### src/rtl/mips32_shift_pipe.sv
// mips32_shift_pipe: pipelined barrel shifter for the MIPS32 execute stage.
// Stage k resolves shift-amount bit k, so a result takes SHAMTW register stages.
// Every stage advances together whenever the output register is empty or
// being drained, which gives full backpressure without per-stage stalls.
module mips32_shift_pipe #(
  parameter int DATAWIDTH = 32,
  localparam int SHAMTW = $clog2(DATAWIDTH)
) (
  input  logic                 clk,
  input  logic                 rst,
  input  logic                 in_valid,
  output logic                 in_ready,
  input  logic [1:0]           in_mode,
  input  logic                 in_arith,
  input  logic [SHAMTW-1:0]    in_shamt,
  input  logic [DATAWIDTH-1:0] in_data,
  output logic                 out_valid,
  input  logic                 out_ready,
  output logic [DATAWIDTH-1:0] out_data,
  output logic                 busy
);

  localparam logic [1:0] MODE_SLL = 2'b01;
  localparam logic [1:0] MODE_SR  = 2'b10;
  localparam logic [1:0] MODE_ROR = 2'b11;

  // The last stage only needs data and valid; control stops one stage earlier.
  localparam int NCTL = SHAMTW - 1;

  logic                 valid_q [SHAMTW];
  logic                 valid_d [SHAMTW];
  logic [DATAWIDTH-1:0] data_q  [SHAMTW];
  logic [DATAWIDTH-1:0] data_d  [SHAMTW];
  logic [1:0]           mode_q  [NCTL];
  logic [1:0]           mode_d  [NCTL];
  logic                 fill_q  [NCTL];
  logic                 fill_d  [NCTL];
  logic [SHAMTW-1:0]    shamt_q [NCTL];
  logic [SHAMTW-1:0]    shamt_d [NCTL];

  // Per-stage source operands: inputs for S0, previous stage for the rest.
  logic                 src_valid [SHAMTW];
  logic [DATAWIDTH-1:0] src_data  [SHAMTW];
  logic [1:0]           src_mode  [SHAMTW];
  logic                 src_fill  [SHAMTW];
  logic [SHAMTW-1:0]    src_shamt [SHAMTW];

  logic adv;

  // One fixed-distance shift step; fill carries the operand sign captured at entry.
  function automatic logic [DATAWIDTH-1:0] shift_step(
    input logic [DATAWIDTH-1:0] d,
    input logic [1:0]           mode,
    input logic                 fill,
    input logic                 en,
    input int                   amt
  );
    logic [DATAWIDTH-1:0] fill_mask;
    fill_mask = ~({DATAWIDTH{1'b1}} >> amt);
    if (!en) return d;
    case (mode)
      MODE_SLL: return d << amt;
      MODE_SR:  return (d >> amt) | (fill ? fill_mask : '0);
      MODE_ROR: return (d >> amt) | (d << (DATAWIDTH - amt));
      default:  return d;
    endcase
  endfunction

  assign adv       = !valid_q[SHAMTW-1] || out_ready;
  assign in_ready  = adv;
  assign out_valid = valid_q[SHAMTW-1];
  assign out_data  = data_q[SHAMTW-1];

  assign src_valid[0] = in_valid;
  assign src_data[0]  = in_data;
  assign src_mode[0]  = in_mode;
  assign src_fill[0]  = in_arith & in_data[DATAWIDTH-1];
  assign src_shamt[0] = in_shamt;

  for (genvar k = 1; k < SHAMTW; k++) begin : g_src
    assign src_valid[k] = valid_q[k-1];
    assign src_data[k]  = data_q[k-1];
    assign src_mode[k]  = mode_q[k-1];
    assign src_fill[k]  = fill_q[k-1];
    assign src_shamt[k] = shamt_q[k-1];
  end

  // Next-state for every stage: load from predecessor on advance, else hold.
  always_comb begin
    for (int k = 0; k < SHAMTW; k++) begin
      valid_d[k] = adv ? src_valid[k] : valid_q[k];
      data_d[k]  = adv ? shift_step(src_data[k], src_mode[k], src_fill[k],
                                    src_shamt[k][k], 1 << k)
                       : data_q[k];
    end
    for (int k = 0; k < NCTL; k++) begin
      mode_d[k]  = adv ? src_mode[k]  : mode_q[k];
      fill_d[k]  = adv ? src_fill[k]  : fill_q[k];
      shamt_d[k] = adv ? src_shamt[k] : shamt_q[k];
    end
  end

  // busy reflects any valid entry anywhere in the pipe.
  always_comb begin
    busy = 1'b0;
    for (int k = 0; k < SHAMTW; k++) busy = busy | valid_q[k];
  end

  // Stage registers; reset discards every in-flight entry immediately.
  always_ff @(posedge clk or posedge rst) begin
    if (rst) begin
      for (int k = 0; k < SHAMTW; k++) begin
        valid_q[k] <= 1'b0;
        data_q[k]  <= '0;
      end
      for (int k = 0; k < NCTL; k++) begin
        mode_q[k]  <= '0;
        fill_q[k]  <= 1'b0;
        shamt_q[k] <= '0;
      end
    end else begin
      for (int k = 0; k < SHAMTW; k++) begin
        valid_q[k] <= valid_d[k];
        data_q[k]  <= data_d[k];
      end
      for (int k = 0; k < NCTL; k++) begin
        mode_q[k]  <= mode_d[k];
        fill_q[k]  <= fill_d[k];
        shamt_q[k] <= shamt_d[k];
      end
    end
  end

endmodule

### config.mk
export PLATFORM = sky130hd
export DESIGN_NAME = mips32_shift_pipe
export DESIGN_NICKNAME = d
export VERILOG_FILES = /design/src/rtl/mips32_shift_pipe.sv
export SDC_FILE = /design/constraint.sdc
export NUM_CORES = 1
export LEC_CHECK = 0
export CORE_AREA = 3 3 149 137
export CTS_BUF_LIST = sky130_fd_sc_hd__clkbuf_4 sky130_fd_sc_hd__clkbuf_8
export CTS_CLUSTER_DIAMETER = 30
export CTS_CLUSTER_SIZE = 12
export DETAILED_ROUTE_END_ITERATION = 10
export DIE_AREA = 0 0 152 140
export HOLD_SLACK_MARGIN = 0.15
export MAX_ROUTING_LAYER = met4
export PLACE_DENSITY = 0.75
export SYNTH_ARGS = -nofsm -noshare
export SYNTH_HDL_FRONTEND = slang
export SYNTH_SLANG_ARGS = --single-unit
### constraint.sdc
create_clock -name clk -period 14.2 [get_ports clk]
set_input_delay 3.55 -clock clk [delete_from_list [all_inputs] [get_ports clk]]
set_output_delay 3.55 -clock clk [all_outputs]
set_load 0.02 [all_outputs]
==> results.ini <==
[run_status]
outcome=finished, final reports clean

[critical_path]
worst-path-buf-inv=3
critPathRequiredTime_ns=10.65
r2r-end=data_q[141]$_DFFE_PP0P_
max_stage_delay_ns=0.69
r2r_start=out_valid$_DFFE_PP0P_
worst-setup-path-type=input pin to output port
endpoint_kind=output port
cp_common_cell=clkdlybuf4s50_1
reg2reg_depth=6
start_kind=input pin
path_delay_family=buffers and inverters
path_cells=clkdlybuf4s50_1, nor2b_4, inv_4, clkdlybuf4s50_1
rrSetupSlack_ns=10.98
cp_slowest_cell=clkdlybuf4s50_1
critPathMaxFanout=103
cp.arrival_ns=5.85

[timing]
maxSlewHeadroom=0.192
hold_viol_final=0
period_needed_ns=9.40
worstMarginPinSlew_ns=1.21
rsz0062_at_grt=no
drv_slew=0
clock-skew-final_ns=0.0209
setup_viol=0
fmax_mhz=106
tns_ns=0
fin_crit_sh=0.662

[synth]
synth_compound_area_frac=0.316
synth_mux_area_frac=0.0116
synth_top_family_by_area=compound AO/OA/AOI/OAI gates
ys_seq_area_frac=0.452
synth.distinct_cells=37
synth-xor-area-share=0
synth_simple_gate_area_frac=0.136
ys_seq_elements=187
netlist_area_um2=10400
synth_fp_nets=1159
synth_adder_area_share=0
syn_inst=1115
avgSynthCellArea_um2=9.29
yosysWarnings=0

[drt]
drt_pass1_iterations=5
wl_per_cell_um=18.0
ant_nets=0
drc_errors=0
vias=8462
vias_per_cell=6.28
drt_wl_total_um=24300
drt_iter0_drc=774

[power]
leakage_uw=0.00448
p_int_uw=1510
seq_power_share=0.407
sw_frac_of_total=0.428
powerDensity_nw_per_um2=237
power_switching_uw=1130
pwr-share-comb=0.443
pwr-share-clk=0.150
vdd_drop_max_uv=89.7

[clocking]
cts_tree=built
cts_setup_buffers=0
clock_latency_ns=0.49
clockBufferDepth=2
clock-sinks=187
cts_resized=0
cts-root-buf=clkbuf_8
h-tree-depth=4
holdBufCountCts=0
cts-buffers-inserted=17
clk_pin_slew_ns=0.10

[layout]
nets=1128
antenna_cells=0
final_cell_mix=dfrtp_1 (187), nor2_1 (153), a221oi_1 (102)
syn_to_final_growth_pct=7.75
nFillCells=1686
final_common_cell=dfrtp_1
final_cell_area_um2=11200
fin_util=0.588
drive_above_1_share=0.0693

[placement]
io_buffers=78
dpl-instance-area_um2=10700
place_congestion=0.861
dp_hpwl_um=15600

[hold_path]
holdPathStages=2
min-delay-start=shamt_q[18]$_DFFE_PP0P_
hold_end=shamt_q[18]$_DFFE_PP0P_
hp-class=register to register

[flow_run]
timing.max_cap.violations=0

[global_routing]
overflow=0
grt_pass1_vias=7577
grt_max_degree=106
grt_usage=0.231
grt_pass1_wl_um=39800
antenna_found_initial=0

[floorplanning]
die_x_um=152
rows=48
die_h_um=140
start_util=0.546
die_area_um2=21300
core_area_um2=19000
num_io_pins=79

-- state kept, by name, indices dropped and copies added (netlist names) --
| name | flops |
|---|---|
| data_q | 128 |
| src_valid | 4 |
| shamt_q | 10 |
| mode_q | 8 |
| out_valid | 1 |
| out_data | 32 |
| fill_q | 4 |
-- per-layer routing --
layer,track usage,wire (um),vias up
li1,-,-,3996
met1,0.324,10900,4141
met2,0.346,11500,292
met3,0.0436,1420,33
met4,0.0662,458,0
met5,-,0,-
-- worst max path at each step --
stage,start,cells after the start,slack (ns),endpoint
final,out_ready,4,4.80,in_ready
after global routing,out_ready,4,4.62,in_ready
after CTS,out_ready,4,4.79,in_ready
after detailed placement,out_ready,4,4.80,in_ready
after global placement,out_ready,4,4.82,in_ready
after floorplan,rst,1,5.56,data_q[100]$_DFFE_PP0P_
-- power groups by stage --
| stage | clock network, uW | logic, uW | registers (uW) |
|---|---|---|---|
| final | 397 | 1170 | 1080 |
| after global routing | 426 | 1300 | 1110 |
| after CTS | 404 | 1180 | 1070 |
| after detailed placement | 0 | 1170 | 1080 |
| after global placement | 0 | 1150 | 1070 |
| after floorplan | 0 | 1030 | 964 |
-- cells in the mapped netlist, drive strengths merged --
cell type	count	area, um2
clkbuf	30	113
o2bb2ai	8	70.1
o21ai	91	463
and3	1	6.26
o21a	57	428
nor3b	1	12.5
a22oi	16	120
nand2	85	319
a221oi	124	1220
nor2b	63	404
dfrtp	187	4680
mux2i	12	120
a32oi	4	35.0
o22ai	4	25.0
a21o	8	60.1
a22o	39	342
nand3	2	10.0
nor2	154	581
and2	7	43.8
a21oi	95	475
nand2b	5	31.3
inv	8	30.0
a31oi	1	21.3
a21boi	1	7.51
a211oi	1	7.51
nor3	1	5.00
buf	110	729
-- final cells by class --
cell class                 instances  area (um2)  share of cell area
clock buffer                      19         255              0.0229
clock inverter                    13         195              0.0175
inverter                           8        37.5             0.00336
multi-input combinational        780        4810               0.431
sequential                       187        4680               0.419
tap                              250         313              0.0280
timing repair buffer              90         871              0.0780
-- through the flow --
stage	hold slack, ns	total power [uW]	setup slack, ns	instances
CTS	0.481	2650	4.79	1347
finish	0.480	2650	4.80	1347
floorplan	0.439	1990	5.56	1115
global route	0.518	2840	4.62	1347
global placement	0.454	2220	4.82	1315
detailed placement	0.456	2250	4.80	1315
-- tightest hold or removal path, delay by kind of cell (launching register included) --
kind / cells / cell delay, ns
DFF: 1 / 0.36
and+or+nand+nor: 2 / 0.10
-- cells by family after synthesis --
group / after synthesis
simple gates: 319
buf+inv: 148
flops: 187
compound gates: 449
mux: 12
No activity file was read; power rests on OpenSTA's default activity.
